**src/rtl/matrix_ram_loader.sv**
```systemverilog
`default_nettype none
// ============================================================================
//  Module   : matrix_ram_loader
//  Purpose  : Host-side front/back end for matrix_mul_cu. Loads a header,
//             matrix A and matrix B from an input stream into the shared RAM,
//             kicks the CU, then streams the result region back out.
//  Revision : 1.0  initial release
// ============================================================================
module matrix_ram_loader #(
    parameter int DATA_W    = 32,
    parameter int RAM_D     = 512,
    parameter int RAM_ADD_W = $clog2(RAM_D),
    parameter int D_W_Q     = DATA_W / 4
) (
    input  logic                 clk,
    input  logic                 rst,
    input  logic [DATA_W-1:0]    s_data,
    input  logic                 s_valid,
    output logic                 s_ready,
    output logic [DATA_W-1:0]    m_data,
    output logic                 m_valid,
    input  logic                 m_ready,
    output logic                 m_last,
    output logic                 ram_sel,
    output logic                 ram_we,
    output logic [RAM_ADD_W-1:0] ram_addr,
    output logic [DATA_W-1:0]    ram_w_data,
    input  logic [DATA_W-1:0]    ram_r_data,
    output logic                 cu_start,
    input  logic                 cu_done,
    input  logic                 cu_err,
    output logic                 busy,
    output logic                 err
);

    localparam int c_prod_w = 2 * D_W_Q;
    localparam int c_sum_w  = c_prod_w + 2;
    localparam logic [c_sum_w-1:0]   c_ram_d    = c_sum_w'(RAM_D);
    localparam logic [RAM_ADD_W-1:0] c_last_adr = RAM_ADD_W'(RAM_D - 1);

    localparam logic [2:0] c_st_idle  = 3'd0;
    localparam logic [2:0] c_st_hdr   = 3'd1;
    localparam logic [2:0] c_st_load  = 3'd2;
    localparam logic [2:0] c_st_start = 3'd3;
    localparam logic [2:0] c_st_run   = 3'd4;
    localparam logic [2:0] c_st_read  = 3'd5;

    logic [2:0]           r_state;
    logic [2:0]           w_state_nxt;

    // header fields and derived sizes
    logic [D_W_Q-1:0]     r_m1, r_n1, r_m2, r_n2;
    logic [RAM_ADD_W-1:0] r_n_load;
    logic [RAM_ADD_W-1:0] r_n_c;
    logic [RAM_ADD_W-1:0] r_idx;
    logic                 r_load_done;
    logic                 r_err;

    // registered RAM write port
    logic                 r_ram_we;
    logic [RAM_ADD_W-1:0] r_ram_addr;
    logic [DATA_W-1:0]    r_ram_w_data;

    // read-out pipeline
    logic [RAM_ADD_W-1:0] r_rd_issued;
    logic                 r_rd_pend;
    logic [DATA_W-1:0]    r_m_data;
    logic                 r_m_valid;
    logic [DATA_W-1:0]    r_skid_data;
    logic                 r_skid_valid;
    logic [RAM_ADD_W-1:0] r_out_cnt;

    logic                 w_s_ready;
    logic                 w_ram_sel;
    logic                 w_cu_start;
    logic                 w_busy;
    logic                 w_accept;
    logic [c_prod_w-1:0]  w_na, w_nb, w_nc;
    logic [c_sum_w-1:0]   w_total;
    logic                 w_cfg_bad;
    logic                 w_pop;
    logic                 w_last_out;
    logic [1:0]           w_occ;
    logic                 w_issue;
    logic [RAM_ADD_W-1:0] w_rd_addr;

    assign w_accept = s_valid && w_s_ready;

    // Products are formed at full width so oversized headers cannot wrap past the check
    assign w_na    = c_prod_w'(r_m1) * c_prod_w'(r_n1);
    assign w_nb    = c_prod_w'(r_m2) * c_prod_w'(r_n2);
    assign w_nc    = c_prod_w'(r_m1) * c_prod_w'(r_n2);
    assign w_total = c_sum_w'(2) + c_sum_w'(w_na) + c_sum_w'(w_nb) + c_sum_w'(w_nc);
    assign w_cfg_bad = (r_m1 == '0) || (r_n1 == '0) || (r_m2 == '0) || (r_n2 == '0) ||
                       (r_n1 != r_m2) || (w_total > c_ram_d);

    // Read pipeline: an issue is allowed only if its data is guaranteed a slot
    // (output register or skid) even if the sink stalls from now on.
    assign w_pop      = r_m_valid && m_ready;
    assign w_last_out = (r_out_cnt == (r_n_c - RAM_ADD_W'(1)));
    assign w_occ      = 2'(r_m_valid) + 2'(r_skid_valid) + 2'(r_rd_pend);
    assign w_issue    = (r_state == c_st_read) && (r_rd_issued != r_n_c) &&
                        ((w_occ - 2'(w_pop)) <= 2'd1);
    assign w_rd_addr  = c_last_adr - r_rd_issued;

    // State register
    always_ff @(posedge clk or posedge rst) begin
        if (rst) begin
            r_state <= c_st_idle;
        end else begin
            r_state <= w_state_nxt;
        end
    end

    // Next-state logic
    always_comb begin
        w_state_nxt = r_state;
        case (r_state)
            c_st_idle:  if (w_accept) w_state_nxt = c_st_hdr;
            c_st_hdr:   w_state_nxt = w_cfg_bad ? c_st_idle : c_st_load;
            c_st_load:  if (r_load_done) w_state_nxt = c_st_start;
            c_st_start: w_state_nxt = c_st_run;
            c_st_run: begin
                if (cu_err) begin
                    w_state_nxt = c_st_idle;
                end else if (cu_done) begin
                    w_state_nxt = c_st_read;
                end
            end
            c_st_read:  if (w_pop && w_last_out) w_state_nxt = c_st_idle;
            default:    w_state_nxt = c_st_idle;
        endcase
    end

    // State-decoded outputs; LOAD spends one extra cycle (s_ready low) while the last word is written
    always_comb begin
        w_s_ready  = 1'b0;
        w_ram_sel  = 1'b1;
        w_cu_start = 1'b0;
        w_busy     = (r_state != c_st_idle);
        case (r_state)
            c_st_idle:  w_s_ready = 1'b1;
            c_st_load:  w_s_ready = !r_load_done;
            c_st_start: begin
                w_ram_sel  = 1'b0;
                w_cu_start = 1'b1;
            end
            c_st_run:   w_ram_sel = 1'b0;
            default:    ;
        endcase
    end

    // Header capture, RAM write port and error flag
    always_ff @(posedge clk or posedge rst) begin
        if (rst) begin
            r_m1         <= '0;
            r_n1         <= '0;
            r_m2         <= '0;
            r_n2         <= '0;
            r_n_load     <= '0;
            r_n_c        <= '0;
            r_idx        <= '0;
            r_load_done  <= 1'b0;
            r_err        <= 1'b0;
            r_ram_we     <= 1'b0;
            r_ram_addr   <= '0;
            r_ram_w_data <= '0;
        end else begin
            r_ram_we <= 1'b0;
            case (r_state)
                c_st_idle: begin
                    if (w_accept) begin
                        r_m1         <= s_data[DATA_W-1 -: D_W_Q];
                        r_n1         <= s_data[DATA_W-D_W_Q-1 -: D_W_Q];
                        r_m2         <= s_data[2*D_W_Q-1 -: D_W_Q];
                        r_n2         <= s_data[D_W_Q-1:0];
                        r_err        <= 1'b0;
                        r_ram_we     <= 1'b1;
                        r_ram_addr   <= '0;
                        r_ram_w_data <= s_data;
                    end
                end
                c_st_hdr: begin
                    r_ram_we     <= 1'b1;
                    r_ram_addr   <= RAM_ADD_W'(1);
                    r_ram_w_data <= '0;
                    r_n_load     <= RAM_ADD_W'(w_na + w_nb);
                    r_n_c        <= RAM_ADD_W'(w_nc);
                    r_idx        <= '0;
                    r_load_done  <= 1'b0;
                    if (w_cfg_bad) begin
                        r_err <= 1'b1;
                    end
                end
                c_st_load: begin
                    if (r_load_done) begin
                        r_ram_addr   <= '0;
                        r_ram_w_data <= '0;
                    end else if (w_accept) begin
                        r_ram_we     <= 1'b1;
                        r_ram_addr   <= r_idx + RAM_ADD_W'(2);
                        r_ram_w_data <= s_data;
                        r_idx        <= r_idx + RAM_ADD_W'(1);
                        if (r_idx == (r_n_load - RAM_ADD_W'(1))) begin
                            r_load_done <= 1'b1;
                        end
                    end
                end
                c_st_run: begin
                    if (cu_err) begin
                        r_err <= 1'b1;
                    end
                end
                default: ;
            endcase
        end
    end

    // Result read-out: address issue, one-cycle RAM latency, output register plus skid entry
    always_ff @(posedge clk or posedge rst) begin
        if (rst) begin
            r_rd_issued  <= '0;
            r_rd_pend    <= 1'b0;
            r_m_data     <= '0;
            r_m_valid    <= 1'b0;
            r_skid_data  <= '0;
            r_skid_valid <= 1'b0;
            r_out_cnt    <= '0;
        end else begin
            case (r_state)
                c_st_start: begin
                    r_rd_issued  <= '0;
                    r_rd_pend    <= 1'b0;
                    r_m_valid    <= 1'b0;
                    r_skid_valid <= 1'b0;
                    r_out_cnt    <= '0;
                end
                c_st_read: begin
                    r_rd_pend <= w_issue;
                    if (w_issue) begin
                        r_rd_issued <= r_rd_issued + RAM_ADD_W'(1);
                    end
                    if (w_pop) begin
                        r_out_cnt <= r_out_cnt + RAM_ADD_W'(1);
                        if (r_skid_valid) begin
                            r_m_data     <= r_skid_data;
                            r_m_valid    <= 1'b1;
                            r_skid_valid <= r_rd_pend;
                            if (r_rd_pend) begin
                                r_skid_data <= ram_r_data;
                            end
                        end else begin
                            r_m_valid <= r_rd_pend;
                            if (r_rd_pend) begin
                                r_m_data <= ram_r_data;
                            end
                        end
                        if (w_last_out) begin
                            r_m_valid <= 1'b0;
                        end
                    end else if (!r_m_valid) begin
                        r_m_valid <= r_rd_pend;
                        if (r_rd_pend) begin
                            r_m_data <= ram_r_data;
                        end
                    end else if (r_rd_pend) begin
                        r_skid_valid <= 1'b1;
                        r_skid_data  <= ram_r_data;
                    end
                end
                default: ;
            endcase
        end
    end

    assign s_ready    = w_s_ready;
    assign ram_sel    = w_ram_sel;
    assign cu_start   = w_cu_start;
    assign busy       = w_busy;
    assign err        = r_err;
    assign ram_we     = r_ram_we;
    assign ram_w_data = r_ram_w_data;
    assign ram_addr   = (r_state == c_st_read) ? w_rd_addr : r_ram_addr;
    assign m_data     = r_m_data;
    assign m_valid    = r_m_valid;
    assign m_last     = r_m_valid && w_last_out;

endmodule
`default_nettype wire
```
**config.mk**
```make
export PLATFORM = sky130hd
export DESIGN_NAME = matrix_ram_loader
export DESIGN_NICKNAME = d
export VERILOG_FILES = /design/src/rtl/matrix_ram_loader.sv
export SDC_FILE = /design/constraint.sdc
export NUM_CORES = 1
export LEC_CHECK = 0
export ABC_AREA = 1
export CELL_PAD_IN_SITES_DETAIL_PLACEMENT = 1
export CELL_PAD_IN_SITES_GLOBAL_PLACEMENT = 1
export CORE_ASPECT_RATIO = 0.5
export CORE_MARGIN = 1
export CORE_UTILIZATION = 25
export CTS_BUF_LIST = sky130_fd_sc_hd__clkbuf_2 sky130_fd_sc_hd__clkbuf_4 sky130_fd_sc_hd__clkbuf_8
export CTS_CLUSTER_DIAMETER = 100
export DETAILED_ROUTE_END_ITERATION = 10
export GPL_TIMING_DRIVEN = 0
export PLACE_DENSITY_LB_ADDON = 0.12
export SLEW_MARGIN = 20
export SYNTH_ARGS = -nofsm -noshare
export SYNTH_HDL_FRONTEND = slang
export SYNTH_SLANG_ARGS = --single-unit
```
**constraint.sdc**
```tcl
create_clock -name clk -period 11.51 [get_ports clk]
set_input_delay 1.7265 -clock clk [delete_from_list [all_inputs] [get_ports clk]]
set_output_delay 1.7265 -clock clk [all_outputs]
set_load 0.02 [all_outputs]
```
==> metrics <==
GR Overflow Total=0; FF+latch area=0.00478 mm2; setup violators final=0; Hold WS=490 ps; Final nets=2846; max cap viols=0; CTS max path bufs=2; top_reg_cell synth=dfrtp_1; Worst Setup Path Type=register to register; fraction of registers with async set/reset=100%; fin. max-slew vios=0; core box area=0.0697 mm2; synthesized instance count=2338; io pins=151; Starting Density=25.6%; cell taking the most area after synthesis=dfrtp_1; area occupied by multi-input gates=0.0106 mm2; Data arrival, critical path=8970 ps; placer congestion estimate=0.791; Initial DRC Count=692; post-CTS setup buffer count=0; Setup TNS=0 ps; crit end category=register; crit path time final=8490 ps; root buf cell=clkbuf_8; Yosys reg bits=191; Worst Skew=44.1 ps; crit path buf inv count=6; count leader, synth=inv_1; RSZ-0062 raised after global routing=no; post-synth top area share=26.8%; count of different cell masters after synthesis=48; WL final=58200 um; DRC violations left=0; H-tree depth=4; period utilization=73.7%; row count=68; initial antenna violation count=1; CTS clk-pin slew, worst paths=130 ps; Vias/cell=4.35; top cells by area, synth=dfrtp_1 27%, fa_1 14%, inv_1 11%, nand2_1 11%, ha_1 10%; mapped cell area=0.0178 mm2; Die Area=0.0724 mm2; CP max stage cell=clkbuf_1; CTS Sinks=191; CP Launch Type=register; global-route wire length before repair=93800 um; DR pass1 iterations=5; CP Max Fanout=10; max incr delay on CP=640 ps; area grow syn2layout=17.8%; number of global-route vias before repair=16200; largest net degree at the start of global routing=84; largest delay contributor family on the critical path=adder cells; Synthesized Nets=2675; Die W=380 um; hold_buf cts=0; Fin. Hold Viols=0; syn avg cell area=7.62 um2; post-cts resize count=0; Fillers=8495; CTS Buf Count=17; status=finished, final reports clean; hpwl dp=46100 um; measured slew at the worst slew-check pin=841 ps; post-synthesis sequential area ratio=26.8%; CTS tree=yes; Post-synth EDFFs=0; share of cells above drive strength 1=4.48%; most common library cells after synthesis=527 x inv_1, 502 x nand2_1, 191 x dfrtp_1, 162 x o21ai_0, 143 x a21oi_1; I/O Buffers=150; Yosys warning total=0; WP data required=11990 ps; Via Count=15100; worst min path class=register to register; Slew HR=43.9%; Clock Latency Late Sink=590 ps; FMAX=118 MHz; per-cell routed wire length=16.8 um; Routed Antenna Nets=0; chip height=191 um; gr usage total=16.7%
## stage by stage
step | utilization, % | worst slack [ps] | instance area (um2) | std cells
after floorplan | - | 4580 | 17800 | 2338
after global placement | 29.4 | 859 | 20500 | 3433
after detailed placement | 29.5 | 2900 | 20600 | 3435
after CTS | 30.1 | 2870 | 21000 | 3467
after global routing | 30.1 | 2410 | 21000 | 3467
final | 30.1 | 3020 | 21000 | 3469
## tightest hold or removal path: stages (launching register included)
cell and delay, ps:
dfrtp_1 370, nand2_1 50, nand2_1 40
## cells in the final DEF (no fill, tap or decap), types with 3 or more instances in the layout
cell,count
inv_1,526
nand2_1,502
dfrtp_1,191
o21ai_0,162
clkdlybuf4s50_1,150
a21oi_1,143
ha_1,142
fa_1,125
nor2_1,112
nand3_1,95
clkbuf_1,76
xor2_1,53
a31oi_1,32
mux2_4,30
xnor2_1,26
clkbuf_8,18
nor3_1,16
nand4_1,15
buf_2,13
buf_1,9
nand3b_1,7
o21bai_1,6
or2_2,5
o31ai_1,5
nand2_2,4
buf_6,4
inv_8,4
clkinv_8,4
inv_2,3
nor2_2,3
o22ai_1,3
## per-layer routing
metal	share of wire [%]	up-vias	track usage, %
met5	0	-	0
li1	-	7542	-
met4	0.81	0	2.97
met2	44	180	26.9
met3	2.8	26	2.48
met1	52	7337	23.9
## worst paths after layout
| kind | slack (ps) | depth (start not counted) | start | to |
|---|---|---|---|---|
| max | 3020 | 32 | r_n2[2] | err |
| min | 490 | 2 | err | err |
| max reg2reg | 3020 | 32 | r_n2[2] | err |
| min reg2reg | 490 | 2 | err | err |
| max in group asynchronous | 9220 | 3 | rst | r_n2[6] |
| min in group asynchronous | 1500 | 2 | rst | r_n_c[8] |
## cell families (layout without fill, tap and decap cells)
family,Yosys count,in the layout,share of synthesized area (%)
AND/OR/NAND/NOR,775,775,18.3
multiplexers,32,32,2.65
AO/OA/AOI/OAI,361,361,10.7
other,0,2,0
adder cells (fa/ha/maj),267,267,24.0
XOR/XNOR,79,79,3.88
flip-flops,191,191,26.8
buffers and inverters,633,817,13.6
## area by class of cell
class,instances,share of cell area (%)
clock buffers,18,1.18
multi-input cells,1514,50.6
repair buffers,152,7.42
inverters,530,9.52
clock inverters,14,0.787
flip-flops and latches,191,22.8
diodes,2,0.0239
well taps,945,5.64
plain buffers,103,2.08
Power is not shown: default switching activity piles up to over one toggle a cycle in this logic, so the estimate is an artifact.
